==> src/rtl/uart_loopback_queue.sv <==
// Buffered receiver-to-transmitter echo stage: FIFO capture on rx_ready rising edge plus dispatch FSM.
// Optional LOOPBACK_CRLF_EN: append 0x0A after every transmitted 0x0D.
module uart_loopback_queue #(
    parameter int unsigned DEPTH  = 16,
    parameter int unsigned ADDR_W = 4,
    parameter int unsigned DATA_W = 8
) (
    input  logic              i_clk,
    input  logic              i_rst,
    input  logic              i_rx_ready,
    input  logic [DATA_W-1:0] i_rx_data,
    input  logic              i_tx_ready,
    output logic              o_tx_start,
    output logic [DATA_W-1:0] o_tx_data,
    output logic [ADDR_W:0]   o_fifo_count,
    output logic              o_fifo_empty,
    output logic              o_fifo_full,
    output logic              o_overflow
);

`ifdef LOOPBACK_CRLF_EN
    typedef enum logic [1:0] {StIdle, StStart, StBusy, StLf} state_e;
    localparam logic [DATA_W-1:0] CharCr = DATA_W'(8'h0D);
    localparam logic [DATA_W-1:0] CharLf = DATA_W'(8'h0A);
`else
    typedef enum logic [1:0] {StIdle, StStart, StBusy} state_e;
`endif

    localparam logic [ADDR_W-1:0] PtrOne    = 1;
    localparam logic [ADDR_W:0]   CountOne  = 1;
    localparam logic [ADDR_W:0]   CountFull = (ADDR_W + 1)'(DEPTH);

    logic [DATA_W-1:0] r_mem [DEPTH];
    logic [ADDR_W-1:0] r_wr_ptr;
    logic [ADDR_W-1:0] r_rd_ptr;
    logic [ADDR_W:0]   r_count;
    logic              r_empty;
    logic              r_full;
    logic              r_overflow;
    logic              r_rx_ready_d;
    state_e            r_state;
    logic              r_tx_start;
    logic [DATA_W-1:0] r_tx_data;

    logic              w_push;
    logic              w_pop;
    logic              w_wr_en;
    logic              w_drop;
    logic [ADDR_W:0]   w_count_d;
    state_e            w_state_d;
    logic              w_tx_start_d;
    logic [DATA_W-1:0] w_tx_data_d;

    assign w_push  = i_rx_ready & ~r_rx_ready_d;
    // A push into a full FIFO still succeeds when the dispatcher frees a slot on the same edge.
    assign w_wr_en = w_push & (~r_full | w_pop);
    assign w_drop  = w_push & r_full & ~w_pop;

    always_comb begin
        w_count_d = r_count;
        unique case ({w_wr_en, w_pop})
            2'b10:   w_count_d = r_count + CountOne;
            2'b01:   w_count_d = r_count - CountOne;
            default: w_count_d = r_count;
        endcase
    end

    always_ff @(posedge i_clk) begin
        if (!i_rst) begin
            r_rx_ready_d <= 1'b0;
            r_wr_ptr     <= '0;
            r_rd_ptr     <= '0;
            r_count      <= '0;
            r_empty      <= 1'b1;
            r_full       <= 1'b0;
            r_overflow   <= 1'b0;
        end else begin
            r_rx_ready_d <= i_rx_ready;
            if (w_wr_en) begin
                r_wr_ptr <= r_wr_ptr + PtrOne;
            end
            if (w_pop) begin
                r_rd_ptr <= r_rd_ptr + PtrOne;
            end
            r_count <= w_count_d;
            r_empty <= (w_count_d == '0);
            r_full  <= (w_count_d == CountFull);
            if (w_drop) begin
                r_overflow <= 1'b1;
            end
        end
    end

    // Storage needs no reset: pointers and count define which entries are live.
    always_ff @(posedge i_clk) begin
        if (i_rst && w_wr_en) begin
            r_mem[r_wr_ptr] <= i_rx_data;
        end
    end

    always_comb begin
        w_state_d    = r_state;
        w_tx_start_d = r_tx_start;
        w_tx_data_d  = r_tx_data;
        w_pop        = 1'b0;
        unique case (r_state)
            StIdle: begin
                w_tx_start_d = 1'b0;
                if (!r_empty && i_tx_ready) begin
                    w_pop        = 1'b1;
                    w_tx_data_d  = r_mem[r_rd_ptr];
                    w_tx_start_d = 1'b1;
                    w_state_d    = StStart;
                end
            end
            StStart: begin
                w_tx_start_d = 1'b1;
                if (!i_tx_ready) begin
                    w_tx_start_d = 1'b0;
                    w_state_d    = StBusy;
                end
            end
            StBusy: begin
                w_tx_start_d = 1'b0;
                if (i_tx_ready) begin
`ifdef LOOPBACK_CRLF_EN
                    w_state_d = (r_tx_data == CharCr) ? StLf : StIdle;
`else
                    w_state_d = StIdle;
`endif
                end
            end
`ifdef LOOPBACK_CRLF_EN
            // Inserted line feed; no FIFO entry is consumed.
            StLf: begin
                w_tx_start_d = 1'b0;
                if (i_tx_ready) begin
                    w_tx_data_d  = CharLf;
                    w_tx_start_d = 1'b1;
                    w_state_d    = StStart;
                end
            end
`endif
            default: begin
                w_tx_start_d = 1'b0;
                w_state_d    = StIdle;
            end
        endcase
    end

    always_ff @(posedge i_clk) begin
        if (!i_rst) begin
            r_state    <= StIdle;
            r_tx_start <= 1'b0;
            r_tx_data  <= '0;
        end else begin
            r_state    <= w_state_d;
            r_tx_start <= w_tx_start_d;
            r_tx_data  <= w_tx_data_d;
        end
    end

    assign o_tx_start   = r_tx_start;
    assign o_tx_data    = r_tx_data;
    assign o_fifo_count = r_count;
    assign o_fifo_empty = r_empty;
    assign o_fifo_full  = r_full;
    assign o_overflow   = r_overflow;

endmodule

==> config.mk <==
export PLATFORM = sky130hd
export DESIGN_NAME = uart_loopback_queue
export DESIGN_NICKNAME = d
export VERILOG_FILES = /design/src/rtl/uart_loopback_queue.sv
export SDC_FILE = /design/constraint.sdc
export NUM_CORES = 1
export LEC_CHECK = 0
export BUFFER_PORTS_ARGS = -buffer_cell sky130_fd_sc_hd__buf_2
export CAP_MARGIN = 20
export CORE_MARGIN = 2
export CORE_UTILIZATION = 51
export CTS_BUF_LIST = sky130_fd_sc_hd__clkbuf_2 sky130_fd_sc_hd__clkbuf_4 sky130_fd_sc_hd__clkbuf_8
export CTS_CLUSTER_DIAMETER = 150
export DETAILED_ROUTE_END_ITERATION = 6
export PLACE_DENSITY_LB_ADDON = 0.15
export SETUP_SLACK_MARGIN = 0.5
export SLEW_MARGIN = 15
export SYNTH_ARGS = -nofsm -noshare
export SYNTH_HDL_FRONTEND = slang
export SYNTH_SLANG_ARGS = --single-unit
export TNS_END_PERCENT = 30
==> constraint.sdc <==
create_clock -name i_clk -period 8.9 [get_ports i_clk]
set_input_delay 0.89 -clock i_clk [delete_from_list [all_inputs] [get_ports i_clk]]
set_output_delay 0.89 -clock i_clk [all_outputs]
set_load 0.02 [all_outputs]
==> impl_metrics.csv <==
group,metric,value,unit
outcome,status,"completed",
drt,ant_nets,0,
global_route,grt_overflow_total,0,
clock_tree,clockBufferDepth,2,
critical_path,critPathTopFamily,"simple AND/OR/NAND/NOR gates",
timing,worst_pin_slew,946,ps
layout,nNetsFinal,403,
drt,vias,3204,
timing,fin_setup_tns,0,ps
synthesis,ys_types,43,
drt,wl_per_cell,20.5,um
synthesis,synth_seq_cells,156,
clock_tree,ctsHoldBuffers,0,
global_route,grt_pass1_vias,3067,
critical_path,crit_path_end,"o_fifo_full",
timing,rsz0062_at_grt,"no",
critical_path,start_kind,"primary input",
synthesis,postSynthAreaPerCell,18.0,um^2
critical_path,cp_max_fo,10,
critical_path,rr_endpoint,"o_fifo_full",
synthesis,synth_ff_type,"edfxtp_1",
synthesis,yosys_warnings,0,
placement,post-dp-hpwl,7050,um
floorplanning,start_util,52.4,%
layout,final_cells,564,
floorplanning,die_w,115,um
critical_path,r2r_start,"r_state[1]",
global_route,grt_max_degree,36,
clock_tree,clockRootBuffer,"clkbuf_8",
timing,hold_viol_final,0,
floorplanning,core,0.0121,mm^2
drt,drc_errors,0,
critical_path,worstRegToRegCells,11,
critical_path,crit_arrival,3520,ps
clock_tree,htree_levels,4,
synthesis,synth_cells,352,
placement,io_buffer_count,28,
critical_path,worstSetupPathType,"primary input to register",
critical_path,slowest_stage,"or4b_4",
global_route,grt_use_total,18.9,%
clock_tree,cts_setup_buffers,0,
drt,firstDrtPassIters,4,
layout,area_delta_synth_final,9.44,%
critical_path,crit_chain,"buf_2 -> or4b_4 -> a21boi_4 -> inv_1 -> ha_1 -> xor2_1 -> ha_1 -> a21oi_1 -> mux2i_1 -> xnor2_1 -> nand4_1 -> nor3b_1",
timing,finClkSkew,5.88,ps
timing,max-slew-margin-rel,36.7,%
critical_path,setup.worst_path.start,"i_tx_ready",
power,p_total,1.55,mW
layout,multi_input_area,0.00174,mm^2
clock_tree,clk_latency,440,ps
synthesis,synth_edf_count,128,
timing,finalCritPeriodShare,35.5,%
clock_tree,cts_tree,"done",
critical_path,cp.depth,12,
placement,place.gp.congestion,0.715,
synthesis,seq_area_frac_synth,69.7,%
floorplanning,num_rows,40,
layout,final_util,57.3,%
run,drv_cap,0,
critical_path,end_kind,"register",
power,leakagePower,2.32,nW
timing,setup_viol,0,
drt,vias_per_cell,5.68,
timing,fmax,316,MHz
floorplanning,die_y,115,um
timing,period_needed,3160,ps
global_route,grt_first_pass_wirelength,17700,um
floorplanning,io_pins,29,
critical_path,cpMostUsedCell,"ha_1",
layout,diodes,0,
placement,dp.cells,532,
clock_tree,path_clk_slew,70,ps
clock_tree,cts_buffers,17,
critical_path,crit_buf_inv,2,
clock_tree,cts_resized,0,
hold_path,min_path_type,"register to register",
layout,fillers,920,
drt,wl,11600,um
power,power_density,225,mW/mm^2
timing,finalMaxSlewViolations,0,
global_route,antenna_found_initial,0,
floorplanning,die-area,0.0133,mm^2
synthesis,syn-cell-area,0.00632,mm^2
critical_path,cp.required,9260,ps
layout,drive_above_1_share,17.9,%
drt,drtIter0Drc,246,
clock_tree,clkSinkCount,156,
critical_path,critPathMaxStageDelay,500,ps
power,max-vdd-ir-drop,127,uV
synthesis,synth_nets,372,
critical_path,reg2reg_setup_slack,5860,ps
layout,regArea,0.00441,mm^2
synthesis,synthArstFlopShare,0,%
metrics by stage:
step           hold slack [ps]  setup slack [ps]  area (um^2)
6_report                   472              5740         6920
5_1_grt                    488              5560         6920
4_1_cts                    473              5770         6920
3_5_place_dp               458              5300         6550
3_3_place_gp               465              5370         6550
2_1_floorplan              468              5580         6320
power by group:
group | internal (mW) | switching (mW)
logic | 0.102 | 0.127
registers | 0.812 | 0.0215
clock network | 0.255 | 0.236
sequential cells by signal, summed over array words and instances (netlist names):
name	flops
r_state	2
o_fifo_empty	1
o_tx_start	1
o_fifo_full	1
o_tx_data	8
o_fifo_count	5
r_wr_ptr	4
r_rd_ptr	4
r_rx_ready_d	1
r_mem	128
o_overflow	1
cell families (layout without fill, tap and decap cells):
kind of cell,count (synthesis),count (layout),share of synthesized area (%)
AND/OR/NAND/NOR,73,73,5.68
buffers and inverters,27,71,2.95
AO/OA/AOI/OAI,43,43,5.25
adder cells (fa/ha/maj),8,8,1.58
XOR/XNOR,11,11,1.52
multiplexers,34,34,13.3
flip-flops,156,156,69.7
layout by cell type (no fill, tap or decap), drive strengths merged, types with 4 or more instances in the layout:
cell,netlist,layout
edfxtp,128,128
buf,12,32
mux4,32,32
nor2,29,29
dfxtp,28,28
clkbuf,6,21
nand2,14,14
a22o,9,9
o22ai,8,8
ha,8,8
a221oi,8,8
clkinv,0,8
inv,7,7
xor2,6,6
a21oi,6,6
nor2b,5,5
nand3,5,5
xnor2,5,5
nor3,4,4
synthesized netlist by cell type (2+ instances only):
cell type | instances | area share, %
nand2b_1 | 2 | 0.20
nor4b_1 | 3 | 0.42
nand3_1 | 5 | 0.40
clkdlybuf4s25_2 | 2 | 0.32
nor2b_1 | 5 | 0.49
nor3b_1 | 2 | 0.24
nand4_1 | 3 | 0.30
nand2_1 | 14 | 0.83
mux4_2 | 5 | 1.8
o211ai_1 | 2 | 0.24
a211o_1 | 2 | 0.28
ha_1 | 8 | 1.6
a21oi_1 | 6 | 0.48
nor2_1 | 29 | 1.7
edfxtp_1 | 128 | 61
a221oi_1 | 7 | 0.97
nor3_1 | 4 | 0.32
inv_1 | 7 | 0.42
mux4_1 | 27 | 11
a22o_1 | 9 | 1.2
xnor2_1 | 5 | 0.69
o22ai_1 | 8 | 0.79
o21ai_0 | 3 | 0.24
and2_1 | 2 | 0.20
xor2_1 | 6 | 0.83
clkbuf_1 | 5 | 0.30
mux2i_1 | 2 | 0.32
dfxtp_1 | 28 | 8.9
buf_2 | 3 | 0.24
and2b_1 | 2 | 0.24
buf_6 | 6 | 1.1
final cells by class:
type                    count  share of cell area (%)
clock buffers              21                    3.82
clock inverters            11                    1.47
inverters                   7                   0.380
multi-input cells         169                    25.1
flip-flops and latches    156                    63.7
well taps                 168                    3.04
repair buffers             32                    2.46
how the worst min path moves through the flow:
stage,endpoint,start,cells after the start,slack (ps)
2_1_floorplan,o_tx_start,r_state[1],1,470
3_3_place_gp,o_tx_data[5],o_tx_data[5],2,460
3_5_place_dp,o_tx_data[1],o_tx_data[1],2,460
4_1_cts,o_tx_data[1],o_tx_data[1],2,470
5_1_grt,o_tx_data[3],o_tx_data[3],2,490
6_report,o_tx_data[1],o_tx_data[1],2,470
worst register-to-register path, stage by stage, from the launching register on:
cell and delay, ps:
dfxtp_1 350, or4b_4 590, a21boi_4 320, inv_1 110
ha_1 290, xor2_1 190, ha_1 220, a21oi_1 160
mux2i_1 240, xnor2_1 160, nand4_1 150, nor3b_1 190
layer usage:
layer  vias up  global-route usage, %  wire (um)
li1       1474                      -          -
met1      1638                   26.0       5350
met2        78                   29.1       5580
met3        14                   5.01        478
met4         0                   7.47        184
met5         -                      0          0
Note: power is estimated with default switching activity, not from simulation.
